File: src/rtl/aska_biphasic_driver_pkg.sv
// ---------------------------------------------------------------------------
// aska_biphasic_driver_pkg
// Shared definitions for the ASKA biphasic driver slice:
//   - default widths and sequence lengths
//   - FSM state encoding (also exported on the debug state output)
//   - switch/DAC decode of a state and a small integer max helper
// ---------------------------------------------------------------------------
package aska_biphasic_driver_pkg;

  localparam int AMP_W_DEF        = 6;
  localparam int PHASE_W_DEF      = 3;
  localparam int DEAD_CYCLES_DEF  = 1;
  localparam int GAP_CYCLES_DEF   = 1;
  localparam int DISCH_CYCLES_DEF = 4;

  typedef enum logic [2:0] {
    ST_IDLE  = 3'd0,
    ST_DEAD1 = 3'd1,
    ST_CATH  = 3'd2,
    ST_GAP   = 3'd3,
    ST_ANOD  = 3'd4,
    ST_DEAD2 = 3'd5,
    ST_DISCH = 3'd6
  } state_t;

  // Electrode switch pattern for one state; drive=1 means the DAC carries
  // the latched amplitude.
  typedef struct packed {
    logic sw_cath;
    logic sw_anod;
    logic sw_short;
    logic drive;
  } sw_dec_t;

  function automatic int max_int(input int a, input int b);
    return (a > b) ? a : b;
  endfunction

  // Every state closes at most one switch, so break-before-make follows
  // from the dead/gap states that sit between any two closing states.
  function automatic sw_dec_t decode_state(input state_t s);
    sw_dec_t d;
    d = '0;
    case (s)
      ST_CATH:  begin d.sw_cath  = 1'b1; d.drive = 1'b1; end
      ST_ANOD:  begin d.sw_anod  = 1'b1; d.drive = 1'b1; end
      ST_DISCH: begin d.sw_short = 1'b1; end
      default:  d = '0;
    endcase
    return d;
  endfunction

endpackage

File: src/rtl/aska_biphasic_driver_if.sv
// ---------------------------------------------------------------------------
// aska_biphasic_driver_if
// Bundle between the NPG (master) and the biphasic driver (slave).
//   master -> slave : enable, pulse_start, amplitude, phase_code, clr_err
//   slave -> master : dac_code, sw_cath, sw_anod, sw_short, busy,
//                     pulse_done, overrun, dbg_state
// Handshake: pulse_start is a one-cycle request; it is taken only when
// busy==0 and enable==1 (busy is the inverse of ready). A request while
// busy is dropped and flagged on overrun; pulse_done answers every taken
// request exactly once.
// ---------------------------------------------------------------------------
interface aska_biphasic_driver_if
  import aska_biphasic_driver_pkg::*;
#(
  parameter int AMP_W   = AMP_W_DEF,
  parameter int PHASE_W = PHASE_W_DEF
);

  logic               enable;
  logic               pulse_start;
  logic [AMP_W-1:0]   amplitude;
  logic [PHASE_W-1:0] phase_code;
  logic               clr_err;

  logic [AMP_W-1:0]   dac_code;
  logic               sw_cath;
  logic               sw_anod;
  logic               sw_short;
  logic               busy;
  logic               pulse_done;
  logic               overrun;
  state_t             dbg_state;

  modport master (
    output enable, pulse_start, amplitude, phase_code, clr_err,
    input  dac_code, sw_cath, sw_anod, sw_short, busy, pulse_done,
           overrun, dbg_state
  );

  modport slave (
    input  enable, pulse_start, amplitude, phase_code, clr_err,
    output dac_code, sw_cath, sw_anod, sw_short, busy, pulse_done,
           overrun, dbg_state
  );

endinterface

File: src/rtl/aska_biphasic_driver_phase_timer.sv
// ---------------------------------------------------------------------------
// aska_biphasic_driver_phase_timer
// Loadable down-counter that times every FSM state. Loading N gives N+1
// cycles of residency: the counter reads N..0 and o_expire is high in the
// cycle it reads 0.
// Ports:
//   clk, reset   clock, synchronous active-high reset
//   i_load       load strobe (wins over counting)
//   i_load_val   value loaded
//   o_count      current count
//   o_expire     count == 0
// ---------------------------------------------------------------------------
module aska_biphasic_driver_phase_timer #(
  parameter int W = 4
) (
  input  logic         clk,
  input  logic         reset,
  input  logic         i_load,
  input  logic [W-1:0] i_load_val,
  output logic [W-1:0] o_count,
  output logic         o_expire
);

  logic [W-1:0] r_count;

  always_ff @(posedge clk) begin
    if (reset) begin
      r_count <= '0;
    end else if (i_load) begin
      r_count <= i_load_val;
    end else if (r_count != '0) begin
      r_count <= r_count - 1'b1;
    end
  end

  assign o_count  = r_count;
  assign o_expire = (r_count == '0);

endmodule

File: src/rtl/aska_biphasic_driver.sv
// ---------------------------------------------------------------------------
// aska_biphasic_driver
// Turns each accepted NPG pulse strobe into one charge-balanced biphasic
// stimulus: DEAD1 -> CATH -> GAP -> ANOD -> DEAD2 -> DISCH -> IDLE.
// Ports:
//   clk    system clock
//   reset  synchronous, active-high reset
//   bus    aska_biphasic_driver_if.slave (NPG inputs, DAC/switch outputs,
//          busy / pulse_done / overrun status, dbg_state)
// All outputs are registered and decoded from the state being entered, so
// they line up cycle-for-cycle with dbg_state.
// ---------------------------------------------------------------------------
module aska_biphasic_driver
  import aska_biphasic_driver_pkg::*;
#(
  parameter int AMP_W        = AMP_W_DEF,
  parameter int PHASE_W      = PHASE_W_DEF,
  parameter int DEAD_CYCLES  = DEAD_CYCLES_DEF,
  parameter int GAP_CYCLES   = GAP_CYCLES_DEF,
  parameter int DISCH_CYCLES = DISCH_CYCLES_DEF
) (
  input  logic                  clk,
  input  logic                  reset,
  aska_biphasic_driver_if.slave bus
);

  localparam int TMR_W = max_int(PHASE_W + 1,
                         max_int($clog2(DEAD_CYCLES + 1),
                         max_int($clog2(GAP_CYCLES + 1),
                                 $clog2(DISCH_CYCLES + 1))));

  localparam logic [TMR_W-1:0] DEAD_LOAD  = TMR_W'(DEAD_CYCLES - 1);
  localparam logic [TMR_W-1:0] GAP_LOAD   = TMR_W'((GAP_CYCLES > 0) ? GAP_CYCLES - 1 : 0);
  localparam logic [TMR_W-1:0] DISCH_LOAD = TMR_W'(DISCH_CYCLES - 1);

  state_t             r_state;
  logic [AMP_W-1:0]   r_amp;
  logic [PHASE_W-1:0] r_phase;
  logic [AMP_W-1:0]   r_dac;
  logic               r_sw_cath;
  logic               r_sw_anod;
  logic               r_sw_short;
  logic               r_busy;
  logic               r_done;
  logic               r_overrun;

  state_t             w_next_state;
  logic               w_load;
  logic [TMR_W-1:0]   w_load_val;
  logic               w_accept;
  logic               w_done;
  logic [TMR_W-1:0]   w_tmr_cnt;
  logic               w_tmr_exp;
  logic [TMR_W-1:0]   w_phase_load;
  sw_dec_t            w_dec;

  // A phase of phase_code+1 cycles needs the timer loaded with phase_code.
  assign w_phase_load = TMR_W'(r_phase);

  aska_biphasic_driver_phase_timer #(.W(TMR_W)) u_timer (
    .clk        (clk),
    .reset      (reset),
    .i_load     (w_load),
    .i_load_val (w_load_val),
    .o_count    (w_tmr_cnt),
    .o_expire   (w_tmr_exp)
  );

  // Transition function; the timer is reloaded on every state change.
  always_comb begin
    w_next_state = r_state;
    w_load       = 1'b0;
    w_load_val   = '0;
    w_accept     = 1'b0;
    w_done       = 1'b0;
    case (r_state)
      ST_IDLE: begin
        if (bus.enable && bus.pulse_start) begin
          w_accept = 1'b1;
          if (bus.amplitude == '0) begin
            // Zero amplitude: acknowledge without touching the electrode.
            w_done = 1'b1;
          end else begin
            w_next_state = ST_DEAD1;
            w_load       = 1'b1;
            w_load_val   = DEAD_LOAD;
          end
        end
      end
      ST_DEAD1: begin
        if (!bus.enable) begin
          // Nothing has been driven yet, so no discharge is needed.
          w_next_state = ST_IDLE;
          w_done       = 1'b1;
        end else if (w_tmr_exp) begin
          w_next_state = ST_CATH;
          w_load       = 1'b1;
          w_load_val   = w_phase_load;
        end
      end
      ST_CATH: begin
        if (!bus.enable) begin
          w_next_state = ST_DEAD2;
          w_load       = 1'b1;
          w_load_val   = DEAD_LOAD;
        end else if (w_tmr_exp) begin
          if (GAP_CYCLES > 0) begin
            w_next_state = ST_GAP;
            w_load_val   = GAP_LOAD;
          end else begin
            w_next_state = ST_ANOD;
            w_load_val   = w_phase_load;
          end
          w_load = 1'b1;
        end
      end
      ST_GAP: begin
        if (!bus.enable) begin
          w_next_state = ST_DEAD2;
          w_load       = 1'b1;
          w_load_val   = DEAD_LOAD;
        end else if (w_tmr_exp) begin
          w_next_state = ST_ANOD;
          w_load       = 1'b1;
          w_load_val   = w_phase_load;
        end
      end
      ST_ANOD: begin
        // Abort and normal end both go through DEAD2 into a full discharge.
        if (!bus.enable || w_tmr_exp) begin
          w_next_state = ST_DEAD2;
          w_load       = 1'b1;
          w_load_val   = DEAD_LOAD;
        end
      end
      ST_DEAD2: begin
        if (w_tmr_exp) begin
          w_next_state = ST_DISCH;
          w_load       = 1'b1;
          w_load_val   = DISCH_LOAD;
        end
      end
      ST_DISCH: begin
        if (w_tmr_exp) begin
          w_next_state = ST_IDLE;
        end
      end
      default: begin
        w_next_state = ST_IDLE;
      end
    endcase

    // pulse_done is registered, so raise it when the cycle being entered
    // is the last DISCH cycle (timer will read 0 there).
    if (w_next_state == ST_DISCH) begin
      if (w_load ? (w_load_val == '0) : (w_tmr_cnt <= TMR_W'(1))) begin
        w_done = 1'b1;
      end
    end
  end

  assign w_dec = decode_state(w_next_state);

  always_ff @(posedge clk) begin
    if (reset) begin
      r_state    <= ST_IDLE;
      r_amp      <= '0;
      r_phase    <= '0;
      r_dac      <= '0;
      r_sw_cath  <= 1'b0;
      r_sw_anod  <= 1'b0;
      r_sw_short <= 1'b0;
      r_busy     <= 1'b0;
      r_done     <= 1'b0;
      r_overrun  <= 1'b0;
    end else begin
      r_state <= w_next_state;
      if (w_accept) begin
        r_amp   <= bus.amplitude;
        r_phase <= bus.phase_code;
      end
      // CATH/ANOD are never entered straight from IDLE, so r_amp is
      // already the latched value whenever drive is set.
      r_dac      <= w_dec.drive ? r_amp : '0;
      r_sw_cath  <= w_dec.sw_cath;
      r_sw_anod  <= w_dec.sw_anod;
      r_sw_short <= w_dec.sw_short;
      r_busy     <= (w_next_state != ST_IDLE);
      r_done     <= w_done;
      // Set beats clear when both land in the same cycle.
      if ((r_state != ST_IDLE) && bus.pulse_start) begin
        r_overrun <= 1'b1;
      end else if (bus.clr_err) begin
        r_overrun <= 1'b0;
      end
    end
  end

  assign bus.dac_code   = r_dac;
  assign bus.sw_cath    = r_sw_cath;
  assign bus.sw_anod    = r_sw_anod;
  assign bus.sw_short   = r_sw_short;
  assign bus.busy       = r_busy;
  assign bus.pulse_done = r_done;
  assign bus.overrun    = r_overrun;
  assign bus.dbg_state  = r_state;

endmodule

File: src/flat_wrapper.sv
// flat-port wrapper written by rule: the top's interface ports become plain ports
module aska_biphasic_driver_flat import aska_biphasic_driver_pkg::*;
#(
  parameter int AMP_W        = AMP_W_DEF,
  parameter int PHASE_W      = PHASE_W_DEF,
  parameter int DEAD_CYCLES  = DEAD_CYCLES_DEF,
  parameter int GAP_CYCLES   = GAP_CYCLES_DEF,
  parameter int DISCH_CYCLES = DISCH_CYCLES_DEF
)
  (clk, reset, bus_enable, bus_pulse_start, bus_amplitude, bus_phase_code, bus_clr_err, bus_dac_code, bus_sw_cath, bus_sw_anod, bus_sw_short, bus_busy, bus_pulse_done, bus_overrun, bus_dbg_state);
  aska_biphasic_driver_if #(.AMP_W(AMP_W), .PHASE_W(PHASE_W)) bus_i ();
  input  logic clk;
  input  logic reset;
  input wire logic [$bits(bus_i.enable)-1:0] bus_enable;
  input wire logic [$bits(bus_i.pulse_start)-1:0] bus_pulse_start;
  input wire logic [$bits(bus_i.amplitude)-1:0] bus_amplitude;
  input wire logic [$bits(bus_i.phase_code)-1:0] bus_phase_code;
  input wire logic [$bits(bus_i.clr_err)-1:0] bus_clr_err;
  output wire logic [$bits(bus_i.dac_code)-1:0] bus_dac_code;
  output wire logic [$bits(bus_i.sw_cath)-1:0] bus_sw_cath;
  output wire logic [$bits(bus_i.sw_anod)-1:0] bus_sw_anod;
  output wire logic [$bits(bus_i.sw_short)-1:0] bus_sw_short;
  output wire logic [$bits(bus_i.busy)-1:0] bus_busy;
  output wire logic [$bits(bus_i.pulse_done)-1:0] bus_pulse_done;
  output wire logic [$bits(bus_i.overrun)-1:0] bus_overrun;
  output wire logic [$bits(bus_i.dbg_state)-1:0] bus_dbg_state;
  assign bus_i.enable = bus_enable;
  assign bus_i.pulse_start = bus_pulse_start;
  assign bus_i.amplitude = bus_amplitude;
  assign bus_i.phase_code = bus_phase_code;
  assign bus_i.clr_err = bus_clr_err;
  assign bus_dac_code = bus_i.dac_code;
  assign bus_sw_cath = bus_i.sw_cath;
  assign bus_sw_anod = bus_i.sw_anod;
  assign bus_sw_short = bus_i.sw_short;
  assign bus_busy = bus_i.busy;
  assign bus_pulse_done = bus_i.pulse_done;
  assign bus_overrun = bus_i.overrun;
  assign bus_dbg_state = bus_i.dbg_state;
  aska_biphasic_driver #(.AMP_W(AMP_W), .PHASE_W(PHASE_W), .DEAD_CYCLES(DEAD_CYCLES), .GAP_CYCLES(GAP_CYCLES), .DISCH_CYCLES(DISCH_CYCLES)) u_core (.clk(clk), .reset(reset), .bus(bus_i));
endmodule
File: config.mk
export PLATFORM = sky130hd
export DESIGN_NAME = aska_biphasic_driver_flat
export DESIGN_NICKNAME = d
export VERILOG_FILES = /design/src/rtl/aska_biphasic_driver_pkg.sv /design/src/rtl/aska_biphasic_driver_if.sv /design/src/rtl/aska_biphasic_driver_phase_timer.sv /design/src/rtl/aska_biphasic_driver.sv /design/src/flat_wrapper.sv
export SDC_FILE = /design/constraint.sdc
export NUM_CORES = 1
export LEC_CHECK = 0
export BUFFER_PORTS_ARGS = -buffer_cell sky130_fd_sc_hd__buf_4
export CAP_MARGIN = 20
export CORE_ASPECT_RATIO = 0.8
export CORE_MARGIN = 2
export CORE_UTILIZATION = 47
export DETAILED_ROUTE_END_ITERATION = 10
export PLACE_DENSITY = 0.84
export SLEW_MARGIN = 10
export SYNTH_ARGS = -nofsm -noshare
export SYNTH_HDL_FRONTEND = slang
export SYNTH_SLANG_ARGS = --single-unit
File: constraint.sdc
create_clock -name clk -period 1.9 [get_ports clk]
set_input_delay 0.19 -clock clk [delete_from_list [all_inputs] [get_ports clk]]
set_output_delay 0.19 -clock clk [all_outputs]
set_load 0.005 [all_outputs]
==> impl_metrics.tcl <==
set metrics [dict create \
    cts_root_buffer "clkbuf_4" \
    worstSetupPathType "reg2reg" \
    cts_made_buffers 3 \
    dieArea_um2 3100 \
    clock-skew-final_ns 0.00224 \
    dr.pass1.iters 4 \
    slowest_delay_ns 0.44 \
    core_um2 2480 \
    min_path_type "in2reg" \
    post_drt_wl_per_cell_um 14.6 \
    crit_fanout 8 \
    clock-sinks 28 \
    num_vias 1275 \
    start_kind "flip-flop" \
    violations "negative setup slack" \
    cts_tree "done" \
    grt-ovfl-total 0 \
    die_height_um 50.2 \
    pin_count 29 \
    async_flop_share 0 \
    final_antenna_net_count 0 \
    fin_ws_ns -0.129 \
    finalCritPeriodShare 1.07 \
    synth_top_family_by_area "simple AND/OR/NAND/NOR gates" \
    grt_pass1_vias 1179 \
    grt_use_total 0.225 \
    routabilityCongestion 0.876 \
    worstPathArrival_ns 2.31 \
    netlist_area_um2 1250 \
    clkLatencyLatePin_ns 0.33 \
    post-place-ws_ns -0.0829 \
    worstPathRequired_ns 2.18 \
    syn-instance-count 148 \
    rsz0062_at_grt "yes" \
    die_w_um 61.8 \
    syn-num-nets 164 \
    synth-xor-area-share 0.0140 \
    cts_htree_levels 1 \
    peakVddDrop_v 0.000470 \
    post-dp-hpwl_um 2270 \
    synth_enable_flop_cells 0 \
    dr.first_iter.drc_count 116 \
    cts_max_path_buffers 2 \
    cp_cell_sequence "inv_2 > ha_4 > or3b_4 > o2111a_1 > a2111o_1 > buf_4 > a21oi_2" \
    grt_pass1_wl_um 5240 \
    clkSlewWorstSetupHoldPaths_ns 0.14 \
    drv_slew 0 \
    synth_compound_area_frac 0.218 \
    slowest_stage "a2111o_1" \
    port_buffers 28 \
    grt_antenna_before_repair 0 \
    yosys.area_share.simple 0.253 \
    synth.distinct_cells 36 \
    via_per_inst 5.69 \
    power_leakage_nw 0.671 \
    routed_wl_um 3270 \
    initial_core_util 0.506 \
    synth_ff_type "dfxtp_1" \
    antenna_cells 0 \
    outcome "finished with violations" \
    synthAdderAreaFrac 0.0199 \
    ys_warn_count 0 \
    ys_seq_elements 28 \
    grt_max_degree 25 \
    p_per_area_nw_per_um2 1050 \
    relSlewSlack 0.597 \
    setup_violations 8 \
    drive_gt1_frac 0.340 \
    hold_viol_final 0 \
    finalSetupTns_ns -0.657 \
    synth_area_per_cell_um2 8.48 \
    worst_slew_pin_slew_ns 0.605 \
    ys_seq_area_frac 0.447 \
    critPathCaptureType "flip-flop" \
    finalNetCount 205 \
    num_rows 16 \
    fmax_mhz 493 \
    area_delta_synth_final_pct 33.0 \
    drc 0 \
    cap_violations 0 \
    min_period_ns 2.03 \
    yosys-mux-area-fraction 0.00897 \
]
-- registers in the layout, summed over array words and instances (netlist names) --
signal / flops
u_core.bus.dac_code: 6
u_core.r_amp: 6
u_core.u_timer.o_count: 4
u_core.bus.dbg_state: 3
u_core.r_phase: 3
u_core.bus.busy: 1
u_core.bus.overrun: 1
u_core.bus.pulse_done: 1
u_core.bus.sw_anod: 1
u_core.bus.sw_cath: 1
u_core.bus.sw_short: 1
-- area by class of cell --
| cell class | instances | area, um2 |
|---|---|---|
| clock buffers | 4 | 36.3 |
| repair buffers | 44 | 330 |
| multi-input cells | 109 | 683 |
| flip-flops and latches | 28 | 563 |
| well taps | 36 | 45.0 |
| fillers | 208 | 813 |
| inverters | 3 | 11.3 |
-- kinds of logic after synthesis --
family / count (synthesis)
xor+xnor: 2
flops: 28
mux: 1
simple gates: 62
buf+inv: 11
compound gates: 42
fa+ha+maj: 2
-- placed cells by master, fill, tap and decap left out, types with 3 or more instances in the layout --
master    synthesis  layout
o31ai_1           4       4
o21ai_0           6       5
nand2_1          25      25
nor3_1            4       4
clkbuf_4          0       3
nor3b_1           7       5
dfxtp_1          28      26
nor2b_1           3       3
buf_4             2      44
nand3_1           3       3
nand2b_1          4       4
a21oi_1          18      17
nor2_1            8       7
-- metal layers --
| layer | track usage | vias to the layer above | wire (um) |
|---|---|---|---|
| met1 | 0.287 | 582 | 1350 |
| met4 | 0.0780 | 0 | 79 |
| met5 | 0 | - | 0 |
| met3 | 0.0387 | 12 | 251 |
| li1 | - | 606 | - |
| met2 | 0.377 | 75 | 1590 |
-- worst max-delay path: cells and delay by family (launching register included) --
kind | cells | cell delay [ns]
buffers and inverters | 2 | 0.27
adder cells (fa/ha/maj) | 1 | 0.14
AO/OA/AOI/OAI | 3 | 0.80
AND/OR/NAND/NOR | 1 | 0.41
flip-flops | 1 | 0.35
-- per-stage QoR --
stage               std cells  utilization  hold WS, ns  total power [mW]  cell area [um2]
floorplan                 148            -        0.326              1.06             1260
global placement          217        0.634        0.437              1.33             1570
detailed placement        217        0.634        0.445              1.36             1570
CTS                       223        0.662       0.0775              1.70             1640
global route              224        0.672       0.0889              1.84             1670
finish                    224        0.672       0.0858              1.75             1670
-- path summary, 6_finish.rpt --
kind                                                start                 end  slack (ns)  cells past startpoint
worst max register to register  u_core.u_timer.o_count[0]  u_core.bus.sw_anod       -0.13                      7
worst min-delay path                    bus_phase_code[1]   u_core.r_phase[1]        0.09                      3
worst min register to register            u_core.r_amp[2]     u_core.r_amp[2]        0.47                      2
worst max-delay path            u_core.u_timer.o_count[0]  u_core.bus.sw_anod       -0.13                      7
-- where the power goes --
group | switching, mW | leakage [nW] | internal (mW)
logic | 0.371 | 0.422 | 0.396
registers | 0.0515 | 0.228 | 0.648
clock network | 0.169 | 0.0210 | 0.118
-- cells in the mapped netlist, types with 2 or more instances --
| cell | count | area share |
|---|---|---|
| or3_1 | 2 | 0.010 |
| nand2b_1 | 4 | 0.020 |
| clkbuf_1 | 6 | 0.018 |
| nor2b_1 | 3 | 0.015 |
| nor2_1 | 8 | 0.024 |
| o2111ai_1 | 2 | 0.014 |
| o31ai_1 | 4 | 0.024 |
| and3_1 | 2 | 0.010 |
| a211o_1 | 2 | 0.014 |
| nand2_1 | 25 | 0.075 |
| nor3_1 | 4 | 0.016 |
| inv_1 | 3 | 0.0090 |
| nand3_1 | 3 | 0.012 |
| ha_1 | 2 | 0.020 |
| o21ai_0 | 6 | 0.024 |
| buf_4 | 2 | 0.012 |
| nor3b_1 | 7 | 0.042 |
| dfxtp_1 | 28 | 0.45 |
| a21oi_1 | 18 | 0.072 |
-- timing repair --
| item | in CTS | in global routing |
|---|---|---|
| gates cloned | 0 | 0 |
| endpoints found under the setup margin | 13 | 13 |
| hold buffers | 0 | 0 |
| pin swaps | 1 | 4 |
| gates resized for setup | 7 | 5 |
| setup buffers | 2 | 1 |
Note: power is estimated with default switching activity, not from simulation.
